===== src/rtl/nvram_upload_server_if.sv =====
// HPS upload bus plus core RAM read port, bundled for nvram_upload_server.
// The slave modport is the server's view; the master modport is the
// HPS/core side that drives requests and returns RAM data.
interface nvram_upload_server_if #(
  parameter int AW = 16
);
  logic          ioctl_upload;
  logic [7:0]    ioctl_index;
  logic [24:0]   ioctl_addr;
  logic          ioctl_rd;
  logic [7:0]    ioctl_din;
  logic          ioctl_wait;
  logic          ioctl_upload_req;
  logic [AW-1:0] ram_addr;
  logic          ram_rd;
  logic [7:0]    ram_q;

  modport slave (
    input  ioctl_upload, ioctl_index, ioctl_addr, ioctl_rd, ram_q,
    output ioctl_din, ioctl_wait, ioctl_upload_req, ram_addr, ram_rd
  );

  modport master (
    output ioctl_upload, ioctl_index, ioctl_addr, ioctl_rd, ram_q,
    input  ioctl_din, ioctl_wait, ioctl_upload_req, ram_addr, ram_rd
  );
endinterface


===== src/rtl/nvram_upload_server.sv =====
// nvram_upload_server: answers HPS upload requests for image INDEX by
// reading bytes from a core RAM port while the core CPU is held paused.
// Addresses at or beyond LEN read back as 8'hFF without touching the RAM.
// Optional feature macro: UPLOAD_AUTOREQ_EN -- when defined, writes to the
// monitored RAM arm a settle counter that raises a one-cycle
// ioctl_upload_req once the RAM has been quiet for SETTLE cycles.
module nvram_upload_server #(
  parameter int          AW     = 16,
  parameter logic [15:0] LEN    = 16'd1024,
  parameter logic [7:0]  INDEX  = 8'd4,
  parameter logic [23:0] SETTLE = 24'd3_200_000
) (
  input  logic                  clk_sys,
  input  logic                  RESET_n,
  nvram_upload_server_if.slave  bus,
  output logic                  pause_req,
  input  logic                  paused,
  input  logic                  ram_wr_mon,
  output logic                  busy
);

  typedef enum logic [2:0] {
    S_IDLE  = 3'd0,
    S_PAUSE = 3'd1,
    S_READY = 3'd2,
    S_FETCH = 3'd3,
    S_LATCH = 3'd4,
    S_DONE  = 3'd5
  } state_t;

  state_t        state_q, state_d;
  logic          upload_prev_q;
  logic [7:0]    din_q, din_d;
  logic          wait_q, wait_d;
  logic          pause_q, pause_d;
  logic [AW-1:0] ram_addr_q, ram_addr_d;
  logic          ram_rd_q, ram_rd_d;
  logic          start_s;
  logic          in_range_s;
  logic          done_s;

  // Only a fresh rising edge of the upload level for our index starts a session.
  assign start_s    = bus.ioctl_upload && !upload_prev_q && (bus.ioctl_index == INDEX);
  // Full 25-bit compare so high address bits can never alias into the RAM.
  assign in_range_s = (bus.ioctl_addr < {9'd0, LEN});

  // Upload session sequencing: pause handshake, byte fetch and teardown.
  always_comb begin
    state_d    = state_q;
    din_d      = din_q;
    wait_d     = wait_q;
    pause_d    = pause_q;
    ram_addr_d = ram_addr_q;
    ram_rd_d   = ram_rd_q;
    done_s     = 1'b0;
    if ((state_q != S_IDLE) && (state_q != S_DONE) && !bus.ioctl_upload) begin
      // HPS ended the upload: release the bus at once, unpause next cycle.
      state_d  = S_DONE;
      ram_rd_d = 1'b0;
      wait_d   = 1'b0;
    end else begin
      case (state_q)
        S_IDLE: begin
          if (start_s) begin
            state_d = S_PAUSE;
            pause_d = 1'b1;
            wait_d  = 1'b1;
          end else begin
            state_d = S_IDLE;
          end
        end
        S_PAUSE: begin
          pause_d = 1'b1;
          if (paused) begin
            state_d = S_READY;
            wait_d  = 1'b0;
          end else begin
            wait_d  = 1'b1;
          end
        end
        S_READY: begin
          if (bus.ioctl_rd && in_range_s) begin
            state_d    = S_FETCH;
            ram_addr_d = bus.ioctl_addr[AW-1:0];
            ram_rd_d   = 1'b1;
            wait_d     = 1'b1;
          end else if (bus.ioctl_rd) begin
            din_d  = 8'hFF;
            wait_d = 1'b0;
          end else begin
            wait_d = 1'b0;
          end
        end
        S_FETCH: begin
          ram_rd_d = 1'b0;
          state_d  = S_LATCH;
        end
        S_LATCH: begin
          din_d   = bus.ram_q;
          wait_d  = 1'b0;
          state_d = S_READY;
        end
        S_DONE: begin
          pause_d = 1'b0;
          wait_d  = 1'b0;
          state_d = S_IDLE;
          done_s  = 1'b1;
        end
        default: begin
          state_d  = S_IDLE;
          pause_d  = 1'b0;
          wait_d   = 1'b0;
          ram_rd_d = 1'b0;
        end
      endcase
    end
  end

  // Session state and bus-facing output registers.
  always_ff @(posedge clk_sys or negedge RESET_n) begin
    if (!RESET_n) begin
      state_q       <= S_IDLE;
      upload_prev_q <= 1'b0;
      din_q         <= 8'd0;
      wait_q        <= 1'b0;
      pause_q       <= 1'b0;
      ram_addr_q    <= '0;
      ram_rd_q      <= 1'b0;
    end else begin
      state_q       <= state_d;
      upload_prev_q <= bus.ioctl_upload;
      din_q         <= din_d;
      wait_q        <= wait_d;
      pause_q       <= pause_d;
      ram_addr_q    <= ram_addr_d;
      ram_rd_q      <= ram_rd_d;
    end
  end

  assign bus.ioctl_din  = din_q;
  assign bus.ioctl_wait = wait_q;
  assign bus.ram_addr   = ram_addr_q;
  assign bus.ram_rd     = ram_rd_q;
  assign pause_req      = pause_q;
  assign busy           = (state_q != S_IDLE);

`ifdef UPLOAD_AUTOREQ_EN
  logic        dirty_q, dirty_d;
  logic [23:0] settle_q, settle_d;
  logic        req_q, req_d;

  // Dirty tracking: a write (re)arms the quiet-time counter, which only runs
  // while no upload is active; a finished upload clears dirty unless a write
  // lands on that very cycle.
  always_comb begin
    dirty_d  = dirty_q;
    settle_d = settle_q;
    req_d    = 1'b0;
    if (ram_wr_mon) begin
      dirty_d  = 1'b1;
      settle_d = SETTLE;
    end else if (done_s) begin
      dirty_d  = 1'b0;
      settle_d = 24'd0;
    end else if (dirty_q && (state_q == S_IDLE) && (settle_q != 24'd0)) begin
      settle_d = settle_q - 24'd1;
      req_d    = (settle_q == 24'd1);
    end else begin
      settle_d = settle_q;
    end
  end

  // Dirty flag, settle counter and request pulse registers.
  always_ff @(posedge clk_sys or negedge RESET_n) begin
    if (!RESET_n) begin
      dirty_q  <= 1'b0;
      settle_q <= 24'd0;
      req_q    <= 1'b0;
    end else begin
      dirty_q  <= dirty_d;
      settle_q <= settle_d;
      req_q    <= req_d;
    end
  end

  assign bus.ioctl_upload_req = req_q;
`else
  logic unused_s;

  assign unused_s             = ram_wr_mon ^ done_s;
  assign bus.ioctl_upload_req = 1'b0;
`endif

endmodule


===== src/flat_wrapper.sv =====
// flat-port wrapper written by rule: the top's interface ports become plain ports
module nvram_upload_server_flat 
#(
  parameter int          AW     = 16,
  parameter logic [15:0] LEN    = 16'd1024,
  parameter logic [7:0]  INDEX  = 8'd4,
  parameter logic [23:0] SETTLE = 24'd3_200_000
)
  (clk_sys, RESET_n, pause_req, paused, ram_wr_mon, busy, bus_ioctl_upload, bus_ioctl_index, bus_ioctl_addr, bus_ioctl_rd, bus_ram_q, bus_ioctl_din, bus_ioctl_wait, bus_ioctl_upload_req, bus_ram_addr, bus_ram_rd);
  nvram_upload_server_if #(.AW(AW)) bus_i ();
  input  logic clk_sys;
  input  logic RESET_n;
  output logic pause_req;
  input  logic paused;
  input  logic ram_wr_mon;
  output logic busy;
  input wire logic [$bits(bus_i.ioctl_upload)-1:0] bus_ioctl_upload;
  input wire logic [$bits(bus_i.ioctl_index)-1:0] bus_ioctl_index;
  input wire logic [$bits(bus_i.ioctl_addr)-1:0] bus_ioctl_addr;
  input wire logic [$bits(bus_i.ioctl_rd)-1:0] bus_ioctl_rd;
  input wire logic [$bits(bus_i.ram_q)-1:0] bus_ram_q;
  output wire logic [$bits(bus_i.ioctl_din)-1:0] bus_ioctl_din;
  output wire logic [$bits(bus_i.ioctl_wait)-1:0] bus_ioctl_wait;
  output wire logic [$bits(bus_i.ioctl_upload_req)-1:0] bus_ioctl_upload_req;
  output wire logic [$bits(bus_i.ram_addr)-1:0] bus_ram_addr;
  output wire logic [$bits(bus_i.ram_rd)-1:0] bus_ram_rd;
  assign bus_i.ioctl_upload = bus_ioctl_upload;
  assign bus_i.ioctl_index = bus_ioctl_index;
  assign bus_i.ioctl_addr = bus_ioctl_addr;
  assign bus_i.ioctl_rd = bus_ioctl_rd;
  assign bus_i.ram_q = bus_ram_q;
  assign bus_ioctl_din = bus_i.ioctl_din;
  assign bus_ioctl_wait = bus_i.ioctl_wait;
  assign bus_ioctl_upload_req = bus_i.ioctl_upload_req;
  assign bus_ram_addr = bus_i.ram_addr;
  assign bus_ram_rd = bus_i.ram_rd;
  nvram_upload_server #(.AW(AW), .LEN(LEN), .INDEX(INDEX), .SETTLE(SETTLE)) u_core (.clk_sys(clk_sys), .RESET_n(RESET_n), .bus(bus_i), .pause_req(pause_req), .paused(paused), .ram_wr_mon(ram_wr_mon), .busy(busy));
endmodule

===== config.mk =====
export PLATFORM = sky130hd
export DESIGN_NAME = nvram_upload_server_flat
export DESIGN_NICKNAME = d
export VERILOG_FILES = /design/src/rtl/nvram_upload_server_if.sv /design/src/rtl/nvram_upload_server.sv /design/src/flat_wrapper.sv
export SDC_FILE = /design/constraint.sdc
export NUM_CORES = 1
export LEC_CHECK = 0
export CAP_MARGIN = 10
export CORE_MARGIN = 8
export CORE_UTILIZATION = 39
export CTS_CLUSTER_DIAMETER = 30
export CTS_CLUSTER_SIZE = 14
export DETAILED_ROUTE_END_ITERATION = 10
export GPL_ROUTABILITY_DRIVEN = 0
export PLACE_DENSITY = 0.79
export SLEW_MARGIN = 20
export SYNTH_ARGS = -nofsm -noshare
export SYNTH_HDL_FRONTEND = slang
export SYNTH_SLANG_ARGS = --single-unit
export TNS_END_PERCENT = 1

===== constraint.sdc =====
create_clock -name clk_sys -period 1.95 [get_ports clk_sys]
set_input_delay 0.585 -clock clk_sys [delete_from_list [all_inputs] [get_ports clk_sys]]
set_output_delay 0.585 -clock clk_sys [all_outputs]
set_load 0.01 [all_outputs]

# Yosys cells after proc, flatten, opt, wreduce, memory -nomap -nowiden
# Cells that the tools add are included.
# totals
out_inout_bits	29
regBits	31
input_bits	47
# classes
reduce_logical	18
bitwise	2
magnitude_cmp	1
muxes	17
n_eq_ne	15
# op_table
cell	count
25-bit by 11-bit < comparator with 1-bit output, second input constant	1
8-bit two-way mux	2
8-bit case mux with 2 select lines	1
3-bit case mux with 5 select lines	1
3-bit two-way mux	3
8-bit by 3-bit equality test with 1-bit output, second input constant	1
1-bit two-way mux	7
3-bit by 2-bit equality test with 1-bit output, second input constant	2
3-bit equality test, second input constant	2
2-bit by 1-bit != test with 1-bit output, second input constant	3
3-bit by 1-bit != test with 1-bit output, second input constant	2
2-bit AND reduction	3
3-bit AND reduction	2
1-bit logical AND	5
2-bit != test, second input constant	2
1-bit case mux with 4 select lines	1
4-bit AND reduction	1
4-bit OR reduction	1
3-bit by 1-bit equality test with 1-bit output, second input constant	1
3-bit zero test	1
3-bit by 2-bit != test with 1-bit output, second input constant	1
3-bit != test, second input constant	1
1-bit case mux with 3 select lines	1
3-bit nonzero test	1
5 further kinds	7

# Logic depth before layout (Yosys ltp)
# logic_depth
word_depth	6
depth_mapped	6
mapped_depth_nobuf	4

# Worst setup path after synthesis
# No wires, ideal clock.
# synth_timing
path_kind	in2reg
start	input bus_ioctl_addr[15]
end	register u_core.ram_addr_q[2], in the netlist u_core.bus.ram_addr[2]
path_buffers	2
path_slack_ps	52
path_stages	6
arrival_ps	1772
required_ps	1825
cell_sequence	nor4b_1 > and4_1 > buf_6 > nand4_4 > buf_6 > mux2_4
# synth_via
elab_chain_cells	3
# synth_lines
item	line_no	text
from (decl)	flat_wrapper.sv:19	input wire logic [$bits(bus_i.ioctl_addr)-1:0] bus_ioctl_addr;
25-bit by 11-bit < comparator with 1-bit output	nvram_upload_server.sv:45	assign in_range_s = (bus.ioctl_addr < {9'd0, LEN});
1-bit logical AND	nvram_upload_server.sv:82	if (bus.ioctl_rd && in_range_s) begin
3-bit AND reduction (no source line)	n/a	
to (signal assigned)	nvram_upload_server.sv:135	ram_addr_q <= ram_addr_d;
to (decl)	nvram_upload_server.sv:36	logic [AW-1:0] ram_addr_q, ram_addr_d;
# No other way between the ends.
# A chain may end at the register's enable or synchronous reset.

# Final worst setup path
# layout_timing
start	input bus_ioctl_upload
end	register u_core.wait_q, in the netlist u_core.bus.ioctl_wait
# layout_via
elab_chain_cells	4
elab_cells_between_ends	8
cone_classes	eq/ne: 2; mux: 1; reduce/logical: 5
# layout_lines
item	line_no	text
from (decl)	flat_wrapper.sv:17	input wire logic [$bits(bus_i.ioctl_upload)-1:0] bus_ioctl_upload;
1-bit zero test / 1-bit logical AND (equally long branches)	nvram_upload_server.sv:56, nvram_upload_server.sv:43	
1-bit logical AND (on tied branches)	nvram_upload_server.sv:56, nvram_upload_server.sv:43	
3-bit by 1-bit != test with 1-bit output (no source line) / 2-bit by 1-bit != test with 1-bit output (equally long branches)	n/a	
2-bit AND reduction (no source line)	n/a	
to (signal assigned)	nvram_upload_server.sv:133	wait_q <= wait_d;
to (decl)	nvram_upload_server.sv:34	logic wait_q, wait_d;
# Parallel ways exist; a longest one is shown, timed or not.

==> out/results.ini <==
[setup_path]
arrival_ps=2080
cp-startpoint=bus_ioctl_upload
r2r_end=u_core.bus.ram_addr[3]
cp.required_ps=2140
r2r_setup_slack_ps=320
slowest_stage=clkdlybuf4s50_1
worstSetupPathType=input pin to flop
critPathLaunchType=input pin
cp-end-kind=flop
cp_max_fo=2
critPathCapture=u_core.bus.ioctl_wait
worstRegToRegCells=5
timing.rr.start=u_core.state_q[0]
cp_cell_sequence=clkdlybuf4s50_1 > nor4b_1 > nand4b_1 > buf_4 > a221o_1 > o32ai_1
max_stage_delay_ps=470

[sta]
clock_skew_ps=5.84
fin_setup_tns_ps=0
max_freq_mhz=528
hold_viol=0
rsz0062_at_grt=false
period_needed_ps=1890
min_period_over_period_pct=97.1
setup_violations=0
slew_viol_final=0

[clocking]
cts.path.max_buffers=2
htree_levels=2
cts_sinks=31
cts_root_buf=clkbuf_8
clock_latency_ps=280
clk_pin_slew_ps=70
numCtsBuffers=5
tritoncts=yes

[synthesis]
synth_compound_area_share_pct=9.72
synth_top_flop_cell=dfrtp_1
synthArstFlopShare_pct=100
yosysSeqAreaShare_pct=52.0
synthSimpleGateAreaFrac_pct=16.8
ys_warn_count=0
synth_top_family_by_area=simple AND/OR/NAND/NOR gates
synth_cell_type_count=38
netlist_area_um2=1490
ys_ff_latch=31
synthesis.nets=178
synth_edf_count=0
synth-xor-area-share_pct=0.587
netlist_instances=131
muxShareOfSynthArea_pct=14.6
syn_area_per_cell_um2=11.4
synthAdderAreaFrac_pct=0

[drt]
detail-route-antenna-nets=0
drcViolationCount=0
drt_wl_total_mm=4.27
wl_per_cell_um=16.3
vias=1322
first_pass_iters=4
via_per_inst=5.03
drt_iter0_drc=24

[power_and_ir_drop]
totalPowerFinal_mw=2.33
power_density_nw_per_um2=914
ir_drop_v=0.000496
power.leakage_nw=1.23

[floorplan]
core_um2=3660
initial_utilization_pct=40.8
die_y_um=77.9
die_w_um=77.9
die_area_um2=6060
rows=22
io_pins=76

[layout]
layout.cells.non_filler=263
area_growth_pct=70.8
nets=261
num_antenna_cells=0
drive_gt1_share_pct=19.1
final_common_cell=clkdlybuf4s50_1
mostFrequentLayoutCells=59 x clkdlybuf4s50_1, 31 x dfrtp_1, 13 x nor2_1, 13 x dlymetal6s2s_1, 10 x inv_1
fillCellCount=263
multi_input_area_um2=668
seqCellArea_um2=776

[global_routing]
grt_max_degree=32
track_usage_pct=13.6
grt_pass1_wl_mm=6.58
grt_antenna_before_repair=0
overflow=0
grt_pass1_vias=1408

[outcome]
status=completed

[placed_design]
io_buffers=73
hpwlAfterDp_mm=3.03
dp_cells=253

[hold_path]
hold_class=flop to flop
min_from=u_core.bus.ram_addr[12]

[flow_run]
cap_violations=0

[layout make-up]
type	count	area share, %
clock buffer	6	3.24
clock inverter	2	1.37
inverter	10	1.47
multi-input combinational	81	26.2
sequential	31	30.4
tap	48	2.36
timing repair buffer	85	34.9
[registers in the layout, summed over array words and instances (netlist names)]
signal,cells
u_core.bus.ram_addr,16
u_core.bus.ioctl_din,8
u_core.state_q,3
u_core.bus.ioctl_wait,1
u_core.bus.ram_rd,1
u_core.pause_req,1
u_core.upload_prev_q,1
[per-stage QoR]
stage                     hold slack [ps]  utilization, %  setup WS [ps]  instance area [µm²]
after CTS                             489            67.5           5.05                 2470
after global routing                  501            69.7           8.84                 2550
after global placement                473            63.3           -388                 2320
final                                 488            69.7           55.6                 2550
after detailed placement              473            63.3           -447                 2320
after floorplan                       289               -           52.5                 1490
[cell usage after synthesis, drive strengths merged (2+ instances only)]
cell	instances	area share, %
dfrtp	31	52
nor2	14	3.7
inv	10	2.5
mux2	10	8.5
mux2i	9	6.0
and2	7	2.9
buf	5	2.6
clkbuf	4	1.0
nand2	4	1.0
nor4	4	1.7
a21oi	3	1.0
nor4b	3	1.8
o32ai	3	1.8
nor2b	2	0.84
nor3	2	0.67
o21a	2	1.0
o21ai	2	0.67
[where the power goes]
group          switching, mW  leakage (nW)  internal [mW]  total, mW
clock                  0.236        0.0612          0.413      0.649
combinational          0.465         0.786          0.439      0.904
sequential            0.0444         0.385          0.734      0.778
[timing repair]
item,4_1_cts,5_1_grt
pin swaps,4,5
buffers inserted,1,0
gates cloned,0,1
endpoints found under the setup margin,26,21
hold buffers,0,0
resized for setup,6,18
[per-layer routing]
layer | global-route usage (%) | part of all wire, % | vias to the layer above | routed length, µm
met1 | 13.9 | 37 | 628 | 1590
met4 | 6.04 | 1.7 | 0 | 74
met5 | 0 | 0 | - | 0
li1 | - | - | 618 | -
met3 | 8.18 | 13 | 10 | 535
met2 | 21.8 | 48 | 66 | 2070
[critical path, delay by kind of cell]
family / cells / cell delay, ps
compound gates: 2 / 400
simple gates: 2 / 450
buf+inv: 2 / 650
[worst min-delay path by stage]
stage,cells after the start,slack [ps],to
after floorplan,0,290,u_core.bus.ioctl_din[0]
after global placement,1,470,u_core.bus.ram_addr[13]
after detailed placement,1,470,u_core.bus.ram_addr[15]
after CTS,1,490,u_core.bus.ram_addr[15]
after global routing,1,500,u_core.bus.ram_addr[12]
final,1,490,u_core.bus.ram_addr[12]
[kinds of logic (layout without fill, tap and decap cells)]
group           count (synthesis)  count (layout)
simple gates                   43              43
mux                            19              19
buf+inv                        19             103
compound gates                 17              17
flops                          31              31
xor+xnor                        1               1
other cells                     1               1
No activity file was read; power rests on OpenSTA's default activity.
